$ cat src/rtl/regbus_if.sv
// Register-file access bus: read request/response, per-register tri-state
// enables for the shared A/B read buses, and the write strobe/data path.
interface regbus_if;
   logic        rd_valid;
   logic        rd_ready;
   logic [4:0]  ra;
   logic [4:0]  rb;
   logic [31:0] asel;
   logic [31:0] bsel;
   logic [31:0] abus;
   logic [31:0] bbus;
   logic        rd_data_valid;
   logic [31:0] a_data;
   logic [31:0] b_data;
   logic        wr_valid;
   logic        wr_ready;
   logic [4:0]  rw;
   logic [31:0] wdata;
   logic [31:0] dselect;
   logic [31:0] d_out;

   modport master (
      output rd_valid, ra, rb, abus, bbus, wr_valid, rw, wdata,
      input  rd_ready, asel, bsel, rd_data_valid, a_data, b_data,
             wr_ready, dselect, d_out
   );

   modport slave (
      input  rd_valid, ra, rb, abus, bbus, wr_valid, rw, wdata,
      output rd_ready, asel, bsel, rd_data_valid, a_data, b_data,
             wr_ready, dselect, d_out
   );
endinterface

$ cat src/rtl/regbus_ctrl.sv
// Register-file bus controller: two-port read sequencing over shared tri-state
// buses, and a 2-entry write buffer drained with a falling-edge write strobe.
//
// Read FSM
//   state   | meaning
//   R_IDLE  | ready for a read request
//   R_DRIVE | asel/bsel enable the source registers onto abus/bbus
//   R_RESP  | a_data/b_data valid, rd_data_valid high
//
// Write FSM
//   state    | meaning
//   W_IDLE   | FIFO empty (or just filled), no strobe
//   W_STROBE | dselect high for the head entry; registers capture on negedge
//   W_HOLD   | d_out held, dselect low; head entry popped at end of cycle
module regbus_ctrl (
   input  logic     clk,
   input  logic     rst_n,
   regbus_if.slave  bus
);

   typedef enum logic [1:0] {R_IDLE, R_DRIVE, R_RESP} r_state_t;
   typedef enum logic [1:0] {W_IDLE, W_STROBE, W_HOLD} w_state_t;

   r_state_t    r_state_q, r_state_d;
   w_state_t    w_state_q, w_state_d;

   // FIFO entries are {rw, wdata}
   logic [36:0] mem_q [2];
   logic        wr_ptr_q, rd_ptr_q;
   logic [1:0]  cnt_q, cnt_d;
   logic [36:0] head_e, next_e;

   logic        rd_accept, wr_accept, pop;

   logic [31:0] asel_q, bsel_q;
   logic [31:0] a_data_q, b_data_q;
   logic        a_zero_q, b_zero_q;
   logic        fa_hit_q, fb_hit_q, fa_hit_d, fb_hit_d;
   logic [31:0] fa_data_q, fb_data_q, fa_data_d, fb_data_d;

   logic [31:0] d_out_q;
   logic [4:0]  wsel_q;
   logic        load_en;
   logic [36:0] load_e;

   assign head_e    = mem_q[rd_ptr_q];
   assign next_e    = mem_q[~rd_ptr_q];
   assign rd_accept = bus.rd_valid && (r_state_q == R_IDLE);
   assign wr_accept = bus.wr_valid && (cnt_q != 2'd2);
   assign pop       = (w_state_q == W_HOLD);
   assign cnt_d     = cnt_q + {1'b0, wr_accept} - {1'b0, pop};

   assign bus.wr_ready = (cnt_q != 2'd2);
   assign bus.asel     = asel_q;
   assign bus.bsel     = bsel_q;
   assign bus.a_data   = a_data_q;
   assign bus.b_data   = b_data_q;
   assign bus.d_out    = d_out_q;

   // Read FSM state register
   always_ff @(posedge clk or negedge rst_n) begin
      if (!rst_n) r_state_q <= R_IDLE;
      else        r_state_q <= r_state_d;
   end

   // Read FSM next state and handshake outputs
   always_comb begin
      r_state_d         = r_state_q;
      bus.rd_ready      = 1'b0;
      bus.rd_data_valid = 1'b0;
      case (r_state_q)
         R_IDLE: begin
            bus.rd_ready = 1'b1;
            if (bus.rd_valid) r_state_d = R_DRIVE;
         end
         R_DRIVE: r_state_d = R_RESP;
         R_RESP: begin
            bus.rd_data_valid = 1'b1;
            r_state_d         = R_IDLE;
         end
         default: r_state_d = R_IDLE;
      endcase
   end

   // Forwarding lookup, oldest to newest so the newest match wins; the write
   // accepted on the same edge is the newest of all
   always_comb begin
      fa_hit_d  = 1'b0;
      fa_data_d = '0;
      fb_hit_d  = 1'b0;
      fb_data_d = '0;
      if (cnt_q != 2'd0 && head_e[36:32] == bus.ra) begin
         fa_hit_d  = 1'b1;
         fa_data_d = head_e[31:0];
      end
      if (cnt_q == 2'd2 && next_e[36:32] == bus.ra) begin
         fa_hit_d  = 1'b1;
         fa_data_d = next_e[31:0];
      end
      if (wr_accept && bus.rw == bus.ra) begin
         fa_hit_d  = 1'b1;
         fa_data_d = bus.wdata;
      end
      if (cnt_q != 2'd0 && head_e[36:32] == bus.rb) begin
         fb_hit_d  = 1'b1;
         fb_data_d = head_e[31:0];
      end
      if (cnt_q == 2'd2 && next_e[36:32] == bus.rb) begin
         fb_hit_d  = 1'b1;
         fb_data_d = next_e[31:0];
      end
      if (wr_accept && bus.rw == bus.rb) begin
         fb_hit_d  = 1'b1;
         fb_data_d = bus.wdata;
      end
   end

   // Read datapath: one-cycle bus enables, capture on the edge leaving R_DRIVE
   always_ff @(posedge clk or negedge rst_n) begin
      if (!rst_n) begin
         asel_q    <= '0;
         bsel_q    <= '0;
         a_data_q  <= '0;
         b_data_q  <= '0;
         a_zero_q  <= 1'b0;
         b_zero_q  <= 1'b0;
         fa_hit_q  <= 1'b0;
         fb_hit_q  <= 1'b0;
         fa_data_q <= '0;
         fb_data_q <= '0;
      end else begin
         asel_q <= '0;
         bsel_q <= '0;
         if (rd_accept) begin
            asel_q    <= (bus.ra == 5'd0) ? 32'd0 : (32'd1 << bus.ra);
            bsel_q    <= (bus.rb == 5'd0) ? 32'd0 : (32'd1 << bus.rb);
            a_zero_q  <= (bus.ra == 5'd0);
            b_zero_q  <= (bus.rb == 5'd0);
            fa_hit_q  <= fa_hit_d;
            fb_hit_q  <= fb_hit_d;
            fa_data_q <= fa_data_d;
            fb_data_q <= fb_data_d;
         end
         if (r_state_q == R_DRIVE) begin
            a_data_q <= a_zero_q ? 32'd0 : (fa_hit_q ? fa_data_q : bus.abus);
            b_data_q <= b_zero_q ? 32'd0 : (fb_hit_q ? fb_data_q : bus.bbus);
         end
      end
   end

   // Write FIFO storage and occupancy
   always_ff @(posedge clk or negedge rst_n) begin
      if (!rst_n) begin
         mem_q[0] <= '0;
         mem_q[1] <= '0;
         wr_ptr_q <= 1'b0;
         rd_ptr_q <= 1'b0;
         cnt_q    <= 2'd0;
      end else begin
         if (wr_accept) begin
            mem_q[wr_ptr_q] <= {bus.rw, bus.wdata};
            wr_ptr_q        <= ~wr_ptr_q;
         end
         if (pop) rd_ptr_q <= ~rd_ptr_q;
         cnt_q <= cnt_d;
      end
   end

   // Write FSM state register
   always_ff @(posedge clk or negedge rst_n) begin
      if (!rst_n) w_state_q <= W_IDLE;
      else        w_state_q <= w_state_d;
   end

   // Write FSM next state, strobe decode and d_out load request
   always_comb begin
      w_state_d   = w_state_q;
      bus.dselect = '0;
      load_en     = 1'b0;
      load_e      = head_e;
      case (w_state_q)
         W_IDLE: begin
            if (cnt_q != 2'd0) begin
               w_state_d = W_STROBE;
               load_en   = 1'b1;
            end
         end
         W_STROBE: begin
            if (wsel_q != 5'd0) bus.dselect = 32'd1 << wsel_q;
            w_state_d = W_HOLD;
         end
         W_HOLD: begin
            // After the pop the new head is either the second stored entry
            // or the write landing on this same edge
            if (cnt_q == 2'd2) begin
               w_state_d = W_STROBE;
               load_en   = 1'b1;
               load_e    = next_e;
            end else if (wr_accept) begin
               w_state_d = W_STROBE;
               load_en   = 1'b1;
               load_e    = {bus.rw, bus.wdata};
            end else begin
               w_state_d = W_IDLE;
            end
         end
         default: w_state_d = W_IDLE;
      endcase
   end

   // d_out and strobe target change only on entry to W_STROBE
   always_ff @(posedge clk or negedge rst_n) begin
      if (!rst_n) begin
         d_out_q <= '0;
         wsel_q  <= '0;
      end else if (load_en) begin
         wsel_q  <= load_e[36:32];
         d_out_q <= load_e[31:0];
      end
   end

endmodule

$ cat src/flat_wrapper.sv
// flat-port wrapper written by rule: the top's interface ports become plain ports
module regbus_ctrl_flat 
  (clk, rst_n, bus_rd_valid, bus_ra, bus_rb, bus_abus, bus_bbus, bus_wr_valid, bus_rw, bus_wdata, bus_rd_ready, bus_asel, bus_bsel, bus_rd_data_valid, bus_a_data, bus_b_data, bus_wr_ready, bus_dselect, bus_d_out);
  regbus_if bus_i ();
  input  logic clk;
  input  logic rst_n;
  input wire logic [$bits(bus_i.rd_valid)-1:0] bus_rd_valid;
  input wire logic [$bits(bus_i.ra)-1:0] bus_ra;
  input wire logic [$bits(bus_i.rb)-1:0] bus_rb;
  input wire logic [$bits(bus_i.abus)-1:0] bus_abus;
  input wire logic [$bits(bus_i.bbus)-1:0] bus_bbus;
  input wire logic [$bits(bus_i.wr_valid)-1:0] bus_wr_valid;
  input wire logic [$bits(bus_i.rw)-1:0] bus_rw;
  input wire logic [$bits(bus_i.wdata)-1:0] bus_wdata;
  output wire logic [$bits(bus_i.rd_ready)-1:0] bus_rd_ready;
  output wire logic [$bits(bus_i.asel)-1:0] bus_asel;
  output wire logic [$bits(bus_i.bsel)-1:0] bus_bsel;
  output wire logic [$bits(bus_i.rd_data_valid)-1:0] bus_rd_data_valid;
  output wire logic [$bits(bus_i.a_data)-1:0] bus_a_data;
  output wire logic [$bits(bus_i.b_data)-1:0] bus_b_data;
  output wire logic [$bits(bus_i.wr_ready)-1:0] bus_wr_ready;
  output wire logic [$bits(bus_i.dselect)-1:0] bus_dselect;
  output wire logic [$bits(bus_i.d_out)-1:0] bus_d_out;
  assign bus_i.rd_valid = bus_rd_valid;
  assign bus_i.ra = bus_ra;
  assign bus_i.rb = bus_rb;
  assign bus_i.abus = bus_abus;
  assign bus_i.bbus = bus_bbus;
  assign bus_i.wr_valid = bus_wr_valid;
  assign bus_i.rw = bus_rw;
  assign bus_i.wdata = bus_wdata;
  assign bus_rd_ready = bus_i.rd_ready;
  assign bus_asel = bus_i.asel;
  assign bus_bsel = bus_i.bsel;
  assign bus_rd_data_valid = bus_i.rd_data_valid;
  assign bus_a_data = bus_i.a_data;
  assign bus_b_data = bus_i.b_data;
  assign bus_wr_ready = bus_i.wr_ready;
  assign bus_dselect = bus_i.dselect;
  assign bus_d_out = bus_i.d_out;
  regbus_ctrl u_core (.clk(clk), .rst_n(rst_n), .bus(bus_i));
endmodule
$ cat config.mk
export PLATFORM = sky130hd
export DESIGN_NAME = regbus_ctrl_flat
export DESIGN_NICKNAME = d
export VERILOG_FILES = /design/src/rtl/regbus_if.sv /design/src/rtl/regbus_ctrl.sv /design/src/flat_wrapper.sv
export SDC_FILE = /design/constraint.sdc
export NUM_CORES = 1
export LEC_CHECK = 0
export CAP_MARGIN = 40
export CORE_AREA = 2 2 218 177
export DETAILED_ROUTE_END_ITERATION = 7
export DIE_AREA = 0 0 220 179
export GPL_TIMING_DRIVEN = 0
export HOLD_SLACK_MARGIN = 0.08
export PLACE_DENSITY = 0.69
export SETUP_SLACK_MARGIN = 0.15
export SYNTH_ARGS = -nofsm -noshare
export SYNTH_HDL_FRONTEND = slang
export SYNTH_SLANG_ARGS = --single-unit
$ cat constraint.sdc
create_clock -name clk -period 2 [get_ports clk]
set_clock_uncertainty 0.1 [all_clocks]
set_input_delay 0.4 -clock clk [delete_from_list [all_inputs] [get_ports clk]]
set_output_delay 0.4 -clock clk [all_outputs]
set_load 0.01 [all_outputs]
-- Word-level counts from Yosys, hierarchy flattened
Index checks and enable logic that the tools add are counted.
- memories kept: 0
- input bits: 115
- bits in writable memories: 0
- bits in read-only memories: 0
- register bits: 315
- bits in latches: 0
- reduce and logical (&&, ||, !) cells: 15
- mux-type cells: 46
- shift-type cells: 3
- div/mod/pow operators: 0
- add/subtract/negate cells: 2
- equal/unequal tests: 14
- $lt $le $gt $ge: 4
- bitwise operators: 5
- multiply operators: 0
- operator list (operator ; number):
    $mux 32 ; 16
    $mux 37 ; 10
    $shl 1x5->32 const A ; 3
    $bwmux 74 ; 1
    $demux 37 s1 ; 1
    $eq 5x5->1 ; 6
    $mux 1 ; 12
    $logic_not 5->1 ; 2
    $logic_and 1x1->1 ; 9
    $eq 2x2->1 const B ; 3
    $ge 2x2->1 const B ; 3
    $mux 2 ; 3
    $not 1->2 ; 3
    $pmux 2 s3 ; 1
    $reduce_bool 5->1 ; 1
    $eq 2x1->1 const B ; 2
    $logic_not 2->1 ; 2
    $ne 2x2->1 const B ; 2
    $pmux 2 s2 ; 1
    $add 2x1->2 ; 1
    $lt 2x1->1 const B ; 1
    $ne 2x1->1 const B ; 1
    $not 1->1 ; 2
    $pmux 1 s2 ; 1
    other kinds (2) ; 2

-- Logic depth before layout (Yosys ltp)
- depth after elaboration: 9
- mapped depth: 9
- depth with buffers taken out: 7

-- Worst setup path after synthesis
Ideal clock, no wire load.
- path kind: register to register
- start: reg u_core.rd_ptr_q
- end: reg u_core.fb_data_q[22]
- data arrival time: 1888 ps
- data required time: 1759 ps
- period minus slack after synthesis: 2129 ps
- path slack: -129 ps
- library setup time: 141 ps
- cell stages (with the launch flop): 10
- cells stage by stage: dfrtp_1 -> buf_6 -> mux2i_1 -> xor2_1 -> nand4_1 -> buf_2 -> buf_6 -> clkbuf_1 -> o211ai_1 -> a31oi_1
- word-level cells in the longest chain between the ends: 9
- elaborated cells on any way between the ends: 16
- ends and longest elaborated chain (element ; RTL line ; text):
    start: declaration ; regbus_ctrl.sv:29 ; logic wr_ptr_q, rd_ptr_q;
    start signal: assignment ; regbus_ctrl.sv:164 ; if (pop) rd_ptr_q <= ~rd_ptr_q;
    $not 1->2 (implied by the code) or $not 1->1 (tied branches) ; regbus_ctrl.sv:46, regbus_ctrl.sv:47 ;
    $mux 37 (implied by the code) or $not 1->2 (tied branches) ; regbus_ctrl.sv:46, regbus_ctrl.sv:47 ;
    $mux 37 (on tied branches) (2 in a row) ; regbus_ctrl.sv:46, regbus_ctrl.sv:47 ;
    $eq 5x5->1 or $mux 37 (tied branches) ; regbus_ctrl.sv:104, regbus_ctrl.sv:47 ;
    $logic_and 1x1->1 or $eq 5x5->1 (tied branches) ; regbus_ctrl.sv:104, regbus_ctrl.sv:108 ;
    $mux 32 or $logic_and 1x1->1 (tied branches) ; regbus_ctrl.sv:104, regbus_ctrl.sv:108 ;
    $mux 32 (*) ; regbus_ctrl.sv:108 ; if (cnt_q == 2'd2 && next_e[36:32] == bus.rb) begin
    $mux 32 (*) ; regbus_ctrl.sv:112 ; if (wr_accept && bus.rw == bus.rb) begin
    end signal: assignment ; regbus_ctrl.sv:142 ; fb_data_q <= fb_data_d;
    end: declaration ; regbus_ctrl.sv:39 ; logic [31:0] fa_data_q, fb_data_q, fa_data_d, fb_data_d;
Mark *: on every way between the ends. The rest lies on a longest branch, timed or not. The select of a mux whose other input is x is not followed.
A chain may end at the register's enable or synchronous reset.

-- Worst setup path after layout
- start: reg u_core.rd_ptr_q
- end: reg u_core.fa_data_q[2]
- word-level cells in the longest chain between the ends: 9
- elaborated cells on any way between the ends: 16
- ends and longest elaborated chain (element ; RTL line ; text):
    $not 1->2 (implied by the code) or $not 1->1 (tied branches) ; regbus_ctrl.sv:46, regbus_ctrl.sv:47 ;
    $mux 37 (implied by the code) or $not 1->2 (tied branches) ; regbus_ctrl.sv:46, regbus_ctrl.sv:47 ;
    $mux 37 (on tied branches) (2 in a row) ; regbus_ctrl.sv:46, regbus_ctrl.sv:47 ;
    $eq 5x5->1 or $mux 37 (tied branches) ; regbus_ctrl.sv:92, regbus_ctrl.sv:47 ;
    $logic_and 1x1->1 or $eq 5x5->1 (tied branches) ; regbus_ctrl.sv:92, regbus_ctrl.sv:96 ;
    $mux 32 or $logic_and 1x1->1 (tied branches) ; regbus_ctrl.sv:92, regbus_ctrl.sv:96 ;
    $mux 32 (*) ; regbus_ctrl.sv:96 ; if (cnt_q == 2'd2 && next_e[36:32] == bus.ra) begin
    $mux 32 (*) ; regbus_ctrl.sv:100 ; if (wr_accept && bus.rw == bus.ra) begin
    end signal: assignment ; regbus_ctrl.sv:141 ; fa_data_q <= fa_data_d;
    end: declaration ; regbus_ctrl.sv:39 ;
Marks and branches as above.

==> flow_metrics.py <==
metrics = {
    "outcome": {
        "status": "finished, violations left",
        "violations": "negative setup slack",
    },
    "critical_path": {
        "crit_path_max_fanout": 5,
        "end_kind": "flop",
        "critPathRequiredTime_ps": 2340,
        "cp-startpoint": "u_core.rd_ptr_q",
        "critPathLaunchType": "flop",
        "path_class": "reg -> reg",
        "worst_ep_arrival_time_ps": 2810,
        "r2r_slack_ps": -470,
        "reg2reg_depth": 10,
        "cp-endpoint": "u_core.fa_data_q[2]",
        "reg2reg_from": "u_core.rd_ptr_q",
        "regToRegEndpoint": "u_core.fa_data_q[2]",
    },
    "detailed_routing": {
        "post_drt_wl_per_cell_um": 24.5,
        "via_count": 15497,
        "viasPerCell": 5.94,
        "dr.pass1.iters": 7,
        "drt_iter0_markers": 1464,
        "drt-total-wl_um": 64000,
        "ant_nets": 0,
        "drc": 0,
    },
    "logic_synthesis": {
        "yosysTopAreaCell": "dfrtp_1",
        "synthSimpleGateAreaFrac": 0.153,
        "synthMuxAreaShare": 0.139,
        "syn_avg_cell_area_sq_um": 9.77,
        "synth_compound_area_frac": 0.156,
        "synthXorXnorAreaFrac": 0.0184,
        "ys_ff_latch": 315,
        "syn_area_sq_um": 16200,
        "synthFlopType": "dfrtp_1",
        "yosysSeqAreaShare": 0.487,
        "synthTopCellsByCount": "dfrtp_1 (315), nor2_1 (170), o21ai_0 (140), mux2i_1 (134), nand2_1 (120)",
        "netlist_instances": 1657,
        "yosys-top-cells-area": "dfrtp_1 (49%), mux2i_1 (8.3%), mux2_2 (5.1%)",
        "synth_most_common_cell": "dfrtp_1",
        "synth-edff-count": 0,
        "synth_cell_type_count": 36,
        "synthAdderAreaFrac": 0.00154,
        "yosysTopAreaCellShare": 0.487,
        "synth_warnings": 0,
        "synth_top_family_by_area": "compound AO/OA/AOI/OAI gates",
        "synthArstFlopShare": 1.00,
    },
    "clocking": {
        "path_clk_slew_ps": 60,
        "cts_buffers": 35,
        "cts.sinks": 315,
        "cts_max_level": 2,
        "cts_tree": "done",
        "clk_latency_ps": 550,
        "clockBufferDepth": 3,
        "cts_root_buf": "clkbuf_16",
    },
    "timing": {
        "setup_slack_ps": -471,
        "timing.fmax_mhz": 405,
        "worst_pin_slew_ps": 814,
        "slew_viol_final": 0,
        "fin_hold_ws_ps": 143,
        "rsz0062_at_grt": "true",
        "slew_headroom": 0.457,
        "setup_viol": 121,
        "finalCriticalPeriod_ps": 2470,
        "finalHoldViolCount": 0,
        "finalCritPeriodShare": 1.24,
    },
    "final_layout": {
        "fin_area_sq_um": 24100,
        "area_growth_pct": 48.6,
        "nets": 2204,
        "fin_cells": 2610,
        "drive_above_1_share": 0.282,
    },
    "die": {
        "die_h_um": 179,
        "coreArea_sq_um": 37500,
        "dieWidth_um": 220,
        "dieArea_sq_um": 39400,
        "rows": 64,
        "ios": 310,
        "start_util": 0.432,
    },
    "placement": {
        "portBuffers": 298,
        "place.gp.congestion": 0.913,
        "dp_cells": 2457,
        "hpwl_um": 42900,
        "place_area_sq_um": 20100,
    },
    "global_route": {
        "antenna_found_initial": 5,
        "grt_overflow_total": 0,
        "track_usage": 0.316,
        "grt_pass1_wl_um": 93900,
        "grt_start_max_net_pins": 119,
        "grt_pass1_vias": 15464,
    },
    "min_path": {
        "hold_path.class": "in -> reg",
    },
    "pwr": {
        "power_density_nw_per_um2": 1630,
        "p_leak_nw": 11.4,
        "vdd.ir_drop.worst_mv": 0.827,
    },
    "job": {
        "cap_violations": 0,
    },
}
kinds of logic after synthesis:
logic type      Yosys count
compound gates          411
fa+ha+maj                 2
other cells               1
xor+xnor                 34
buf+inv                 165
mux                     213
simple gates            516
flops                   315
critical path: stages, from the launching register on:
cell and delay, ps:
dfrtp_2 410, buf_12 150, mux2i_4 240, buf_4 150
xor2_1 210, nand4_1 180, buf_4 190, buf_6 110
buf_6 120, or3_1 310, a31oi_1 200
area by class of cell:
cell class,count,area (sq um)
clock buffers,51,1030
repair inverters,1,5.00
diodes,4,10.0
well taps,495,619
inverters,7,32.5
fillers,2983,13400
repair buffers,393,4160
plain buffers,155,1440
clock inverters,10,81.3
multi-input cells,1179,8810
flip-flops and latches,315,7890
cell usage in the layout (no fill, tap or decap), types with 12 or more instances in the layout:
cell and n:
a21oi_1 22, a21oi_2 15, a31oi_1 61, buf_12 16, buf_16 12, buf_2 33
buf_4 41, buf_6 53, buf_8 18, clkbuf_1 33, clkbuf_16 44, clkbuf_2 43
clkbuf_4 18, clkbuf_8 23, clkdlybuf4s50_1 103, dfrtp_1 311, dlygate4sd2_1 82, dlymetal6s2s_1 78
mux2_2 74, mux2i_1 78, mux2i_2 27, mux2i_4 34, nand2_1 109, nand2b_1 84
nand3_1 39, nor2_1 147, nor2_2 16, o211ai_1 44, o211ai_2 19, o21ai_0 102
o21ai_1 29, o22ai_1 94, or3_1 57
through the flow:
step                setup TNS [ps]   util  setup slack (ps)  power (mW)
finish                      -33880  0.642              -471        39.3
global route                -42020  0.642              -523        41.0
CTS                         -25390  0.616              -369        37.1
detailed placement         -181210  0.537             -1240        26.9
global placement          -4319090  0.535            -13200        26.5
floorplan                    -3070      -             -70.6        20.2
report_power, final:
| group | leakage [nW] | internal [mW] | switching (mW) |
|---|---|---|---|
| clock network | 0.540 | 3.59 | 2.75 |
| logic | 6.95 | 10.3 | 11.7 |
| registers | 3.93 | 8.67 | 2.24 |
worst min path at each step:
| stage | startpoint | slack [ps] | endpoint | cells after the start |
|---|---|---|---|---|
| after detailed placement | rst_n | 370 | u_core.bus.bsel[13] | 1 |
| final | bus_ra[3] | 140 | u_core.bus.asel[12] | 3 |
| after global placement | u_core.bus.b_data[28] | 360 | u_core.bus.b_data[28] | 2 |
| after floorplan | rst_n | 4 | u_core.a_zero_q | 0 |
| after CTS | bus_ra[3] | 140 | u_core.bus.asel[14] | 3 |
| after global routing | bus_ra[2] | 180 | u_core.bus.asel[24] | 4 |
per-layer routing:
metal	vias up	GRT usage	share of wire
met5	-	0	0.00020
met4	2	0.115	0.036
met3	169	0.0741	0.095
li1	6789	-	-
met1	7668	0.431	0.41
met2	869	0.491	0.46
registers in the layout, indices dropped and copies added (netlist names), 2 cells and up:
| name | flops |
|---|---|
| u_core.fb_data_q | 32 |
| u_core.bus.d_out | 32 |
| u_core.w_state_q | 2 |
| u_core.bus.asel | 32 |
| u_core.bus.a_data | 32 |
| u_core.cnt_q | 2 |
| u_core.bus.b_data | 32 |
| u_core.bus.bsel | 32 |
| u_core.r_state_q | 2 |
| u_core.fa_data_q | 32 |
| u_core.mem_q | 74 |
| u_core.wsel_q | 5 |
repair_timing:
item                                   4_1_cts  5_1_grt
resized for setup                          591      253
setup endpoints to repair                  464      301
pin swaps                                  120       81
endpoints found under the hold margin       88        0
cloned                                      13        1
hold buffers                                 1        0
setup buffers                               55       21
Note: power is estimated with default switching activity, not from simulation.
